===== src/rtl/ram_stream_reader_pkg.sv =====
// rtl/ram_stream_reader_pkg.sv - shared types and constants for the RAM stream reader
//
// Contents:
//   state_t    : burst FSM states (IDLE / ISSUE / DRAIN)
//   SKID_DEPTH : entries in the skid FIFO, also the cap on reads outstanding or buffered

package ram_stream_reader_pkg;

   typedef enum logic [1:0] {
      IDLE  = 2'd0,
      ISSUE = 2'd1,
      DRAIN = 2'd2
   } state_t;

   localparam int SKID_DEPTH = 3;

endpackage


===== src/rtl/ram_reader_skid_fifo.sv =====
// rtl/ram_reader_skid_fifo.sv - depth-3 register FIFO of {last, data} absorbing RAM read latency
//
// Ports:
//   clk, rst             : clock, asynchronous active-high reset
//   push, push_data/last : write one entry (never presented while full)
//   pop                  : remove the head entry (ignored while empty)
//   count                : current occupancy, 0..3
//   head_data/last       : head entry, forced to zero while empty

module ram_reader_skid_fifo
   import ram_stream_reader_pkg::*;
#(
   parameter int DATA_WIDTH = 32
) (
   input  logic                  clk,
   input  logic                  rst,
   input  logic                  push,
   input  logic [DATA_WIDTH-1:0] push_data,
   input  logic                  push_last,
   input  logic                  pop,
   output logic [1:0]            count,
   output logic [DATA_WIDTH-1:0] head_data,
   output logic                  head_last
);

   logic [DATA_WIDTH:0] mem [SKID_DEPTH];
   logic [1:0]          wr_ptr;
   logic [1:0]          rd_ptr;
   logic                do_push;
   logic                do_pop;

   assign do_pop  = pop && (count != 2'd0);
   assign do_push = push && ((count != 2'(SKID_DEPTH)) || do_pop);

   function automatic logic [1:0] ptr_inc(input logic [1:0] p);
      return (p == 2'(SKID_DEPTH - 1)) ? 2'd0 : p + 2'd1;
   endfunction

   always_ff @(posedge clk or posedge rst) begin
      if (rst) begin
         for (int i = 0; i < SKID_DEPTH; i++) begin
            mem[i] <= '0;
         end
         wr_ptr <= 2'd0;
         rd_ptr <= 2'd0;
         count  <= 2'd0;
      end else begin
         if (do_push) begin
            mem[wr_ptr] <= {push_last, push_data};
            wr_ptr      <= ptr_inc(wr_ptr);
         end
         if (do_pop) begin
            rd_ptr <= ptr_inc(rd_ptr);
         end
         case ({do_push, do_pop})
            2'b10:   count <= count + 2'd1;
            2'b01:   count <= count - 2'd1;
            default: count <= count;
         endcase
      end
   end

   // Gate the head so an empty FIFO presents zeros rather than a stale entry.
   assign head_data = (count != 2'd0) ? mem[rd_ptr][DATA_WIDTH-1:0] : '0;
   assign head_last = (count != 2'd0) ? mem[rd_ptr][DATA_WIDTH]     : 1'b0;

endmodule


===== src/rtl/ram_stream_reader.sv =====
// rtl/ram_stream_reader.sv - burst reader turning sequential RAM reads into a valid/ready stream
//
// Ports:
//   clk, rst                         : clock (also RAM read side), asynchronous active-high reset
//   start_valid/ready, addr, len     : burst command handshake; len 0 completes with no reads
//   rd_en, rd_addr, rd_data          : RAM read port, data returned one cycle after rd_en
//   out_valid/ready, data, last      : output stream, last marks the final word of a burst
//   busy                             : burst in progress (including a pending zero-length done)
//   done                             : one-cycle completion pulse

module ram_stream_reader
   import ram_stream_reader_pkg::*;
#(
   parameter int ADDR_WIDTH = 9,
   parameter int DATA_WIDTH = 32,
   parameter int LEN_WIDTH  = 10
) (
   input  logic                  clk,
   input  logic                  rst,
   input  logic                  start_valid,
   output logic                  start_ready,
   input  logic [ADDR_WIDTH-1:0] start_addr,
   input  logic [LEN_WIDTH-1:0]  start_len,
   output logic                  rd_en,
   output logic [ADDR_WIDTH-1:0] rd_addr,
   input  logic [DATA_WIDTH-1:0] rd_data,
   output logic                  out_valid,
   input  logic                  out_ready,
   output logic [DATA_WIDTH-1:0] out_data,
   output logic                  out_last,
   output logic                  busy,
   output logic                  done
);

   state_t                state_q;
   state_t                state_d;
   logic [ADDR_WIDTH-1:0] addr_q;
   logic [LEN_WIDTH-1:0]  remain_q;
   logic                  inflight_q;
   logic                  inflight_last_q;
   logic                  done_q;
   logic                  zero_pend_q;

   logic [1:0]            fifo_count;
   logic [DATA_WIDTH-1:0] fifo_data;
   logic                  fifo_last;

   logic [2:0]            credit;
   logic                  credit_ok;
   logic                  start_hs;
   logic                  start_zero;
   logic                  final_issue;
   logic                  pop;
   logic                  last_pop;

   // Credit uses registered occupancy only, so out_ready never reaches rd_en combinationally;
   // a pop frees credit for the following cycle.
   assign credit      = {1'b0, fifo_count} + {2'b00, inflight_q};
   assign credit_ok   = credit < 3'(SKID_DEPTH);
   assign start_hs    = start_valid && start_ready;
   assign start_zero  = start_hs && (start_len == '0);
   assign final_issue = rd_en && (remain_q == LEN_WIDTH'(1));
   assign pop         = out_valid && out_ready;
   assign last_pop    = pop && fifo_last;

   always_ff @(posedge clk or posedge rst) begin
      if (rst) begin
         state_q <= IDLE;
      end else begin
         state_q <= state_d;
      end
   end

   always_comb begin
      state_d = state_q;
      case (state_q)
         IDLE:    if (start_hs && (start_len != '0)) state_d = ISSUE;
         ISSUE:   if (final_issue)                   state_d = DRAIN;
         DRAIN:   if (last_pop)                      state_d = IDLE;
         default:                                    state_d = IDLE;
      endcase
   end

   always_comb begin
      start_ready = 1'b0;
      rd_en       = 1'b0;
      busy        = zero_pend_q;
      case (state_q)
         IDLE:    start_ready = 1'b1;
         ISSUE: begin
            rd_en = credit_ok;
            busy  = 1'b1;
         end
         DRAIN:   busy = 1'b1;
         default: busy = zero_pend_q;
      endcase
   end

   always_ff @(posedge clk or posedge rst) begin
      if (rst) begin
         addr_q          <= '0;
         remain_q        <= '0;
         inflight_q      <= 1'b0;
         inflight_last_q <= 1'b0;
         done_q          <= 1'b0;
         zero_pend_q     <= 1'b0;
      end else begin
         inflight_q      <= rd_en;
         inflight_last_q <= final_issue;
         done_q          <= start_zero || ((state_q == DRAIN) && last_pop);
         zero_pend_q     <= start_zero;
         if (start_hs) begin
            addr_q   <= start_addr;
            remain_q <= start_len;
         end else if (rd_en) begin
            addr_q   <= addr_q + ADDR_WIDTH'(1);
            remain_q <= remain_q - LEN_WIDTH'(1);
         end
      end
   end

   ram_reader_skid_fifo #(
      .DATA_WIDTH (DATA_WIDTH)
   ) u_fifo (
      .clk       (clk),
      .rst       (rst),
      .push      (inflight_q),
      .push_data (rd_data),
      .push_last (inflight_last_q),
      .pop       (pop),
      .count     (fifo_count),
      .head_data (fifo_data),
      .head_last (fifo_last)
   );

   assign rd_addr   = addr_q;
   assign out_valid = fifo_count != 2'd0;
   assign out_data  = fifo_data;
   assign out_last  = fifo_last;
   assign done      = done_q;

endmodule


===== config.mk =====
export PLATFORM = sky130hd
export DESIGN_NAME = ram_stream_reader
export DESIGN_NICKNAME = d
export VERILOG_FILES = /design/src/rtl/ram_stream_reader_pkg.sv /design/src/rtl/ram_reader_skid_fifo.sv /design/src/rtl/ram_stream_reader.sv
export SDC_FILE = /design/constraint.sdc
export NUM_CORES = 1
export LEC_CHECK = 0
export ABC_AREA = 1
export CORE_MARGIN = 5
export CORE_UTILIZATION = 57
export CTS_CLUSTER_DIAMETER = 200
export DETAILED_ROUTE_END_ITERATION = 16
export DONT_BUFFER_PORTS = 1
export PLACE_DENSITY_LB_ADDON = 0.25
export SYNTH_ARGS = -nofsm -noshare
export SYNTH_HDL_FRONTEND = slang
export SYNTH_SLANG_ARGS = --single-unit
export TNS_END_PERCENT = 50

===== constraint.sdc =====
create_clock -name clk -period 4 [get_ports clk]
set_clock_uncertainty 0.2 [all_clocks]
set_input_delay 0.4 -clock clk [delete_from_list [all_inputs] [get_ports clk]]
set_output_delay 0.4 -clock clk [all_outputs]
set_load 0.05 [all_outputs]

* Word level (Yosys, flattened, before mapping)
Index checks and enable logic that the tools add are counted.
** Cells by class
- Reduce and logical (&&, ||, !) cells :: 20
- Equal/unequal tests :: 11
- Order comparisons :: 4
- Muxes and demuxes :: 22
- $add $sub $neg :: 7
- Bitwise gates (word level) :: 2
** Operators with widths (count)
- bitwise mux 99 bit :: 1
- two-way mux 33 bit :: 3
- binary-select mux 33 bit (select 2 bit) :: 1
- demux 33 bit (select 2 bit) :: 1
- two-way mux 32 bit :: 1
- two-way mux 10 bit :: 2
- two-way mux 9 bit :: 2
- == test 10 x 1 -> 1 bit, second input constant :: 1
- logical AND 1 bit :: 10
- logical NOT 10 bit :: 1
- two-way mux 2 bit :: 5
- nonzero test 10 bit :: 1
- subtractor 10 x 1 -> 10 bit, second input constant :: 1
- adder 9 x 1 -> 9 bit, second input constant :: 1
- == test 2 bit, second input constant :: 4
- != test 2 bit, second input constant :: 4
- adder 2 x 1 -> 2 bit, second input constant :: 3
- greater-or-equal comparator 3 bit, second input constant :: 2
- inverter 2 -> 3 bit :: 2
- one-hot mux 2 bit (3 select lines) :: 1
- nonzero test 2 bit :: 3
- == test 2 x 1 -> 1 bit, second input constant :: 2
- two-way mux 1 bit :: 4
- one-hot mux 2 bit (2 select lines) :: 1
- 8 further kinds :: 9
** Storage, ports and cells
- Output and inout port bits :: 47
- Register bits after elaboration :: 130
- Logic and storage cells :: 79
- Bits of input ports :: 55

* Logic depth before layout (Yosys ltp)
Gate-level depths: netlist of run 1.
- Word-level depth :: 8
- Depth in mapped cells :: 10
- Gate-level depth less buffers :: 10

* Modules after synthesis
Synthesis of run 1 repeated with hierarchy kept, for this count alone.
** Second synthesis, totals
- Cell total of the unflattened synthesis :: 798
- Area, all modules :: 6413.7 um2
** Modules (own cells, without submodules)
- ram_reader_skid_fifo :: area each 4853.4 um2, cells an instance 603, instances 1, seq. area each 2627.5 um2
- ram_stream_reader :: area each 1560.2 um2, cells an instance 195, instances 1, seq. area each 625.6 um2

* Worst setup path before layout of run 1
OpenSTA, ideal clock, no wires.
- Path type :: reg-to-output
- Start :: reg u_fifo.rd_ptr[1]
- End :: out out_data[23]
- Path slack :: 1668 ps
- Cell stages (with the launch flop) :: 6
- Path buffers :: 2
- Arrival :: 1732 ps
- Data required time :: 3400 ps
- Cells stage by stage :: dfrtp_1 -> buf_2 -> inv_1 -> clkbuf_1 -> o21ai_0 -> a21oi_1
** Between the ends
- Longest elaborated chain between the ends :: 5
** RTL lines
- from (decl) :: line ram_reader_skid_fifo.sv:28 : logic [1:0] rd_ptr;
- from (signal assigned) :: line ram_reader_skid_fifo.sv:53 : rd_ptr <= ptr_inc(rd_ptr);
- inverter 2 -> 3 bit (not written as such) :: line ram_reader_skid_fifo.sv:64 : assign head_data = (count != 2'd0) ? mem[rd_ptr][DATA_WIDTH-1:0] : '0;
- binary-select mux 33 bit (select 2 bit) :: line ram_reader_skid_fifo.sv:64
- two-way mux 33 bit (not written as such) (2 in a row) :: line ram_reader_skid_fifo.sv:64
- two-way mux 32 bit :: line ram_reader_skid_fifo.sv:64
- to (decl) :: line ram_stream_reader.sv:29 : output logic [DATA_WIDTH-1:0] out_data,
Every way passes these cells. The select of a mux whose other input is x is not followed.

* Final worst setup path of run 1
- Start :: reg u_fifo.rd_ptr[1]
- End :: out out_data[3]
The elaborated chain is that of the path after synthesis.

==> summary.md, run 1 <==
| Metric | Value |
|---|---|
| Total core area | about 11000 um2 |
| Synthesis Warnings | 0 |
| Min Tclk post-route | ~3.2 ns |
| Mux share of post-synthesis cell area | 0 |
| Worst skew pair latency | 0.51 ns |
| Most common flop cell mapped by yosys | dfrtp_1 |
| Remaining DRCs | 0 |
| Placed cells | ~900 |
| Crit path DAT | ~2.6 ns |
| First-pass GRT wire length | around 25000 um |
| XOR/XNOR Fraction of Synth Area | 0.01259 |
| Total CTS buffers | 17 |
| Post-synth EDFFs | 0 |
| GRT overflow | 0 |
| Static Leak | 3.622 nW |
| Via count of the first global-routing pass | between 5000 and 6000 |
| Crit start category | flip-flop |
| Post-synth top cells | nand2_1 (181), dfrtp_1 (130), nor2_1 (87), o21ai_1 (82), inv_1 (66) |
| Setup WS post-layout | approximately 0.76 ns |
| Worst setup path startpoint | u_fifo.rd_ptr[1] |
| Sequential share of the synthesized area | 0.5197 |
| Fillers | 802 |
| Worst slack, placed | between 1 and 1.5 ns |
| Post-synth top area cell | dfrtp_1 |
| Starting Density | 0.5800 |
| Post-synth top area share | 0.5197 |
| Clock buffer depth | 2 |
| I/O pin total | around 100 |
| Fin. max-slew vios | 0 |
| Die width | around 110 um |
| Root buffer cell | clkbuf_8 |
| Setup tns final | 0 ns |
| Count leader, synth | nand2_1 |
| Syn Std Cell Area | approximately 6300 um2 |
| Reg2reg path depth | 8 |
| Post_cts resized | 0 |
| CTS sink count | between 100 and 150 |
| Status | finished, final reports clean |
| RSZ-0062 raised after global routing | no |
| Mean post-synth cell area | just over 8 um2 |
| Number of nets with antenna violations after routing | 0 |
| Post-synth ARST share | 1.000 |
| Largest net degree at the start of global routing | 87 |
| Hold Fails Final Rpt | 0 |
| Unique masters post-synth | 31 |
| Synthesized flop and latch total | 130 |
| Post-Syn Instances | 760 |
| Tcrit/Tclk final | 0.8105 |
| Nets | 895 |
| Tot Pwr | between 7 and 8 mW |
| Clock-pin slew on the worst setup and hold paths | 0.05 ns |
| Critical Path Fanout Max | 35 |
| Simple logic cell fraction of the synthesized area | 0.1957 |
| Total die area | between 10000 and 15000 um2 |
| Layout area overhead | 21.51% |
| Htree depth | 4 |
| Number of port buffers | 0 |
| Vias/cell | between 5 and 6 |
| Hpwl dp | between 9000 and 10000 um |
| Fin Hold WS | roughly 0.036 ns |
| Drt total wl | 14760 um |
| Non-filler instance count after layout | slightly below 1000 |
| Worst min path class | in -> reg |
| Final setup violation count | 0 |
| Layout cells sized above 1 | 0.1057 |
| Post-DR wirelength/cell | ~15 um |
| Syn nets | 825 |
| GRT Util Overall | 0.2385 |
| Final GP Congestion | ~0.85 |
| Adder-cell share of the synthesized area | 0.01999 |
| Synth area leaders | dfrtp_1 (52%), nand2_1 (11%), o21ai_1 (6.6%) |
| Critical Path End | out_data[3] |
| Vias post-DR | 5334 |
| Crit path capture type | output pin |
| CP required | 3.40 ns |
| Peak VDD IR | around 0.63 mV |
| Initial antenna violation count | 0 |
| TritonCTS clock tree | done |
| Max-cap viol count | 0 |
| Max transition margin | 0.3292 |
| Critical path type | reg -> out |
| Initial DRC Count | around 420 |
| Post-synthesis compound-gate area fraction | 0.1731 |
| Fmax | roughly 310 MHz |
| Worst r2r src | u_fifo.count[0] |
| Worst R2R Setup Slack | around 1.2 ns |
| Pwr/cell area | between 1000 and 1500 nW/um2 |
| 1st-pass router iterations | 6 |
| Row count | 38 |
| Worst Max-Slew Pin Slew | around 1 ns |
| Die height | between 100 and 150 um |
| N_diodes | 0 |
| R2R Path End | remain_q[2] |
| Main combinational cell family by area after synthesis | simple AND/OR/NAND/NOR gates |
-- where the power goes --
group / internal (mW) / switching [mW] / total, mW
sequential: 1.90 / 0.539 / 2.43
combinational: 1.12 / 2.60 / 3.72
clock: 0.974 / 0.540 / 1.51
total: 3.99 / 3.68 / 7.67
-- what timing repair did --
action,4_1_cts,5_1_grt
buffers inserted,0,0
hold buffers,52,0
hold endpoints to repair,160,0
-- logic make-up (layout without fill, tap and decap cells) --
logic type	count (synthesis)	count (layout)
compound gates	201	201
flops	130	130
fa+ha+maj	10	10
xor+xnor	9	9
simple gates	304	304
buf+inv	106	188
-- layout by cell type, fill, tap and decap left out --
cell	synthesis	layout
xnor2_1	5	5
or2_2	2	2
buf_12	0	1
o21ai_2	8	8
dfrtp_1	130	130
a22oi_1	1	1
xor2_1	4	4
inv_1	66	65
nand3_2	3	3
bufinv_16	0	3
a21oi_1	44	44
nand3_1	20	20
ha_1	10	10
nor2_4	2	3
nand4_1	2	2
nor2_1	87	87
o211ai_1	6	6
nor4_1	1	1
o22ai_1	2	2
dlygate4sd3_1	0	52
clkinvlp_4	0	3
nor2_2	2	1
a31oi_1	1	1
buf_4	5	38
o21ai_0	52	52
nand2_1	181	181
clkbuf_16	0	16
clkinv_2	0	4
o21ai_1	82	82
nor3_1	2	2
clkbuf_1	12	2
o21bai_1	4	4
clkbuf_8	0	3
a31oi_4	1	1
clkinv_4	0	1
nand2_2	2	2
-- registers in the layout (all words and copies together) (netlist names), 2 cells and up --
name / flops
state_q: 2
u_fifo.wr_ptr: 2
u_fifo.count: 2
rd_addr: 9
remain_q: 10
u_fifo.mem: 99
u_fifo.rd_ptr: 2
-- final cells by class --
class / count / area, um2 / share of cell area
Clock inverter: 10 / 133.9 / 0.01760
Tap cell: 140 / 175.2 / 0.02303
Inverter: 66 / 251.5 / 0.03306
Multi-Input combinational cell: 524 / 2517 / 0.3310
Timing Repair Buffer: 91 / 825.8 / 0.1086
Sequential cell: 130 / 3253 / 0.4277
Clock buffer: 21 / 449.2 / 0.05906
-- stage by stage --
stage | area, um2 | util
2_1_floorplan | 6264 | -
5_1_grt | 7606 | 0.7047
6_report | 7606 | 0.7047
4_1_cts | 7606 | 0.7047
3_5_place_dp | 6502 | 0.6025
3_3_place_gp | 6502 | 0.6025
-- critical path, cell delays in order, from the launching register on --
cell and delay, ns:
dfrtp_1 0.42, buf_4 0.27, inv_1 0.77, o21ai_0 0.23
a21oi_1 0.20, buf_4 0.22
-- worst min-delay path by stage --
stage,start,end,slack [ns],cells past startpoint
floorplan,u_fifo.mem[27],u_fifo.mem[27],0.25,2
global placement,u_fifo.mem[98],u_fifo.mem[98],0.26,2
detailed placement,u_fifo.mem[63],u_fifo.mem[63],0.27,2
CTS,start_len[7],zero_pend_q,0.006,4
global route,start_len[7],zero_pend_q,0.05,4
finish,start_len[7],zero_pend_q,0.04,4
-- layer usage --
layer  up-vias  GRT usage  routed length [um]
met5         -          0                   0
met4         0    0.08059                 227
met3        22    0.05895                 870
met2       170     0.3869                7216
met1      2541     0.3172                6446
li1       2601          -                   -
No activity file was read; power rests on OpenSTA's default activity.
==> inputs of run 2 (changes only) <==
--- a/config.mk
+++ b/config.mk
@@ -7,7 +7,7 @@
 export LEC_CHECK = 0
 export ABC_AREA = 1
 export CORE_MARGIN = 5
-export CORE_UTILIZATION = 57
+export CORE_UTILIZATION = 63
 export CTS_CLUSTER_DIAMETER = 200
 export DETAILED_ROUTE_END_ITERATION = 16
 export DONT_BUFFER_PORTS = 1
==> constraint.sdc (replaced) <==
create_clock -name clk -period 3.1 [get_ports clk]
set_clock_uncertainty 0.2 [all_clocks]
set_input_delay 0.31 -clock clk [delete_from_list [all_inputs] [get_ports clk]]
set_output_delay 0.31 -clock clk [all_outputs]
set_load 0.05 [all_outputs]
==> summary.md, run 2 (synthesized netlist as in run 1, its figures left out) <==
| Metric | Value |
|---|---|
| Largest register FFs | 99 |
| Hold Fails Final Rpt | 0 |
| Fin. max-slew vios | 0 |
| Worst slack, placed | 0.5388 ns |
| Hpwl dp | roughly 9000 um |
| Worst Max-Slew Pin Slew | between 0.7 and 0.8 ns |
| Max transition margin | 0.5201 |
| CTS sink count | 130 |
| Met3 usage | 0.07281 |
| Crit path capture type | output pin |
| Htree depth | 4 |
| Status | finished, final reports clean |
| Static Leak | between 3 and 4 nW |
| Total die area | ~12000 um2 |
| 1st-pass router iterations | 5 |
| Peak VDD IR | about 0.88 mV |
| GR peak layer | met2 |
| Clock-pin slew on the worst setup and hold paths | about 0.060 ns |
| Min Tclk post-route | between 2 and 3 ns |
| Final setup violation count | 0 |
| Post-placement cell area | 6561 um2 |
| GRT met2 Usage | 0.4756 |
| Nets | about 910 |
| Biggest register | u_fifo.mem |
| Largest net degree at the start of global routing | 131 |
| Sw Pwr | slightly below 5 mW |
| Pwr/cell area | roughly 1300 nW/um2 |
| Tcrit/Tclk final | 0.9360 |
| Row count | 36 |
| RSZ-0062 raised after global routing | no |
| Remaining DRCs | 0 |
| Worst R2R Setup Slack | roughly 0.24 ns |
| Setup tns final | 0 ns |
| Placed cells | between 900 and 1000 |
| Die width | between 100 and 150 um |
| Number of port buffers | 0 |
| Fmax | 344.6 MHz |
| Critical path type | reg -> out |
| Comb pwr share | 0.499 |
| Switch share | 0.4933 |
| Clock buffer depth | 2 |
| I/O pin total | just over 100 |
| Vias post-DR | around 5600 |
| N_diodes | 0 |
| Initial antenna violation count | 0 |
| Number of nets with antenna violations after routing | 0 |
| Vias/cell | around 5.6 |
| Layout cells sized above 1 | 0.1186 |
| Total core area | 9729 um2 |
| Footprint of the multi-input gates | approximately 2500 um2 |
| Commonest non-fill, non-tap cell in the layout | nand2_1 |
| Final GP Congestion | about 0.90 |
| Fillers | a little over 600 |
| Die height | 109.7 um |
| Post-DR wirelength/cell | between 15 and 20 um |
| Sequential cell area | approximately 3300 um2 |
| Crit path DAT | around 2.4 ns |
| Worst r2r src | state_q[1] |
| Starting Density | 0.6434 |
| GRT overflow | 0 |
| Max-cap viol count | 0 |
| Via count of the first global-routing pass | between 5000 and 6000 |
| CP required | approximately 2.6 ns |
| Internal power | between 5 and 6 mW |
| Worst skew pair latency | ~0.53 ns |
| Part of the power in registers | 0.317 |
| GRT Util Overall | 0.2817 |
| Clock share of power | 0.185 |
| Fin Hold WS | 0.2387 ns |
| Non-filler instance count after layout | 993 |
| First-pass GRT wire length | around 26000 um |
| Worst min path class | in -> async |
| Layout area overhead | 23.25% |
| Total CTS buffers | 17 |
| Drt total wl | about 16000 um |
| Most frequent cells in the layout | nand2_1 (181), dfrtp_1 (130), nor2_1 (87), o21ai_1 (82), inv_1 (64) |
| Worst setup path startpoint | u_fifo.count[0] |
| Critical Path Fanout Max | 7 |
| Initial DRC Count | ~400 |
| Met1 Use GR | 0.3420 |
| R2R Path End | rd_addr[4] |
| Final instance area | 7715 um2 |
| Setup WS post-layout | a little under 0.2 ns |
| TritonCTS clock tree | done |
| Reg2reg path depth | 8 |
| Root buffer cell | clkbuf_8 |
| Crit start category | flip-flop |
[run 2: cell types whose count changed in the layout (fill, tap and decap cells not counted), sizes merged]
cell,previous run,this run
clkbuf,21,17
clkinv,5,6
inv,65,67
buf,39,48
clkinvlp,3,7
dlygate4sd3,52,60
bufinv,3,1
[run 2: stage by stage]
| step | power [mW] | util |
|---|---|---|
| floorplan | 6.732 | - |
| global placement | 7.772 | 0.6744 |
| detailed placement | 7.934 | 0.6744 |
| CTS | 9.927 | 0.7926 |
| global route | 10.63 | 0.7930 |
| finish | 10.00 | 0.7930 |
[run 2: worst max path at each step]
stage | end
floorplan | rd_addr[6]
global placement | rd_addr[5]
detailed placement | rd_addr[6]
CTS | rd_en
global route | rd_en
finish | rd_en
[run 2: layout make-up]
cell class	count	share of cell area
clock buffers	17	0.05368
clock inverters	15	0.01752
inverters	66	0.03308
multi-input cells	524	0.3263
flip-flops and latches	130	0.4217
well taps	133	0.02157
repair buffers	108	0.1262
[run 2: power by group through the flow]
| stage | registers (mW) | logic [mW] | clock network (mW) |
|---|---|---|---|
| after floorplan | 3.01 | 3.72 | 0 |
| after global placement | 3.11 | 4.66 | 0 |
| after detailed placement | 3.16 | 4.78 | 0 |
| after CTS | 3.14 | 4.93 | 1.86 |
| after global routing | 3.25 | 5.44 | 1.94 |
| final | 3.17 | 4.99 | 1.85 |
[run 2: critical path: stages (launching register included)]
cell        delay [ns]
dfrtp_1           0.49
ha_1              0.26
ha_1              0.31
nand2_1           0.06
nand3_1           0.28
clkinvlp_4        0.46
[run 2: per-layer routing]
metal	vias to the layer above	share of wire
li1	2642	-
met4	0	0.026
met1	2654	0.41
met3	40	0.065
met2	249	0.50
met5	-	0
[run 2: timing repair]
item,CTS,global route
endpoints found under the setup margin,0,1
setup buffers,0,0
hold endpoints to repair,251,0
hold buffers,60,0
gates resized for setup,0,1
==> inputs of run 3 (changes only) <==
--- a/config.mk
+++ b/config.mk
@@ -11,6 +11,7 @@
 export CTS_CLUSTER_DIAMETER = 200
 export DETAILED_ROUTE_END_ITERATION = 16
 export DONT_BUFFER_PORTS = 1
+export GPL_TIMING_DRIVEN = 0
 export PLACE_DENSITY_LB_ADDON = 0.25
 export SYNTH_ARGS = -nofsm -noshare
 export SYNTH_HDL_FRONTEND = slang
==> summary.md, run 3 (synthesized netlist as in run 1, its figures left out) <==
| Metric | Value |
|---|---|
| Commonest non-fill, non-tap cell in the layout | nand2_1 |
| Worst Max-Slew Pin Slew | about 1.2 ns |
| Total core area | between 9000 and 10000 um2 |
| Max-cap viol count | 0 |
| Max transition margin | 0.2188 |
| Reg2reg path depth | 8 |
| Initial DRC Count | 460 |
| Switch share | 0.5041 |
| Number of port buffers | 0 |
| CP required | 2.59 ns |
| Crit path DAT | 2.52 ns |
| Tcrit/Tclk final | 0.9765 |
| Comb pwr share | 0.487 |
| Placed cells | around 900 |
| Via count of the first global-routing pass | a little under 6000 |
| Pwr/cell area | 1291 nW/um2 |
| First-pass GRT wire length | roughly 28000 um |
| CTS sink count | 130 |
| Die height | about 110 um |
| Layout Utilization | 0.7998 |
| RSZ-0062 raised after global routing | yes |
| Drt total wl | around 18000 um |
| Layout area overhead | 24.31% |
| Worst min path class | in -> async |
| Clock-pin slew on the worst setup and hold paths | approximately 0.060 ns |
| Largest net degree at the start of global routing | 45 |
| Starting Density | 0.6434 |
| Final setup violation count | 0 |
| Htree depth | 4 |
| GRT overflow | 0 |
| Most frequent cells in the layout | nand2_1 (181), dfrtp_1 (130), nor2_1 (87), o21ai_1 (82), inv_1 (65) |
| Vias post-DR | approximately 5700 |
| Hpwl dp | ~11000 um |
| Vias/cell | 5.803 |
| N_diodes | 0 |
| Total CTS buffers | 17 |
| Root buffer cell | clkbuf_8 |
| Crit start category | flip-flop |
| Clock share of power | 0.199 |
| Crit path capture type | output pin |
| Largest register FFs | 99 |
| Total die area | around 12000 um2 |
| Static Leak | approximately 3.6 nW |
| GRT Util Overall | 0.3077 |
| I/O pin total | 102 |
| Clock buffer depth | 2 |
| Initial antenna violation count | 0 |
| Worst skew pair latency | around 0.53 ns |
| Post-DR wirelength/cell | between 15 and 20 um |
| Biggest register | u_fifo.mem |
| Layout cells sized above 1 | 0.1323 |
| Row count | 36 |
| Hold Fails Final Rpt | 0 |
| Internal power | ~5 mW |
| Peak VDD IR | a little under 0.8 mV |
| Final GP Congestion | around 0.84 |
| Status | finished, final reports clean |
| Min Tclk post-route | ~3 ns |
| Fin. max-slew vios | 0 |
| Fmax | between 300 and 400 MHz |
| Number of nets with antenna violations after routing | 0 |
| Non-filler instance count after layout | 987 |
| Critical path type | reg -> out |
| Sw Pwr | 5.063 mW |
| Die width | approximately 110 um |
| Part of the power in registers | 0.314 |
| Remaining DRCs | 0 |
| 1st-pass router iterations | 8 |
| Nets | just over 900 |
| Critical Path Fanout Max | 10 |
| TritonCTS clock tree | done |
==> run 3: metrics by stage <==
step / setup slack [ns] / setup TNS [ns] / instance area, um2 / power (mW) / hold WS (ns)
CTS: 0.06677 / 0 / 7770 / 9.881 / 0.02197
detailed placement: 0.4209 / 0 / 6490 / 7.597 / -0.03244
floorplan: 0.8189 / 0 / 6264 / 6.732 / 0.2430
global placement: 0.3589 / 0 / 6430 / 7.409 / 0.2533
finish: 0.07278 / 0 / 7781 / 10.04 / 0.01726
global route: -0.008402 / -0.008402 / 7781 / 10.57 / 0.03564
==> run 3: worst paths after layout <==
path,start,to,slack (ns)
setup reg to reg,state_q[0],rd_addr[1],0.35
setup / recovery,u_fifo.rd_ptr[1],out_data[16],0.07
max in group asynchronous,rst,u_fifo.mem[57],1.88
hold / removal,rst,remain_q[7],0.02
hold reg to reg,u_fifo.mem[62],u_fifo.mem[62],0.28
min in group clk,start_valid,remain_q[5],0.11
==> run 3: final cells by class <==
cell class	count	area [um2]
Sequential cell	130	3253
Fill cell	601	1948
Multi-Input combinational cell	524	2628
Clock buffer	21	449.2
Buffer	40	247.7
Inverter	66	251.5
Clock inverter	11	135.1
Timing Repair Buffer	62	650.6
Tap cell	133	166.4
==> run 3: per-layer routing <==
metal | vias up | part of all wire | wire, um | GRT usage
met1 | 2798 | 0.38 | 6825 | 0.3642
met3 | 41 | 0.072 | 1285 | 0.07810
met4 | 0 | 0.024 | 423 | 0.1389
met5 | - | 0 | 0 | 0
li1 | 2628 | - | - | -
met2 | 261 | 0.52 | 9195 | 0.5283
==> run 3: worst max-delay path, cell delays in order, from the launching register on <==
cell and delay, ns:
dfrtp_1 0.35, buf_2 0.18, inv_1 0.24, clkbuf_1 0.41
o21ai_0 0.21, a21oi_2 0.60
==> run 3: power by group through the flow <==
stage          Combinational, mW  Clock [mW]  Sequential (mW)
6_report                    4.89        2.00             3.16
3_3_place_gp                4.32           0             3.08
3_5_place_dp                4.47           0             3.13
2_1_floorplan               3.72           0             3.01
4_1_cts                     4.78        1.99             3.11
5_1_grt                     5.28        2.07             3.22
==> run 3: what timing repair did <==
action | 4_1_cts | 5_1_grt
hold buffers | 59 | 0
endpoints found under the setup margin | 28 | 4
buffers inserted | 0 | 0
endpoints found under the hold margin | 207 | 0
gates resized for setup | 28 | 5
pin swaps | 0 | 0
gates cloned | 0 | 0
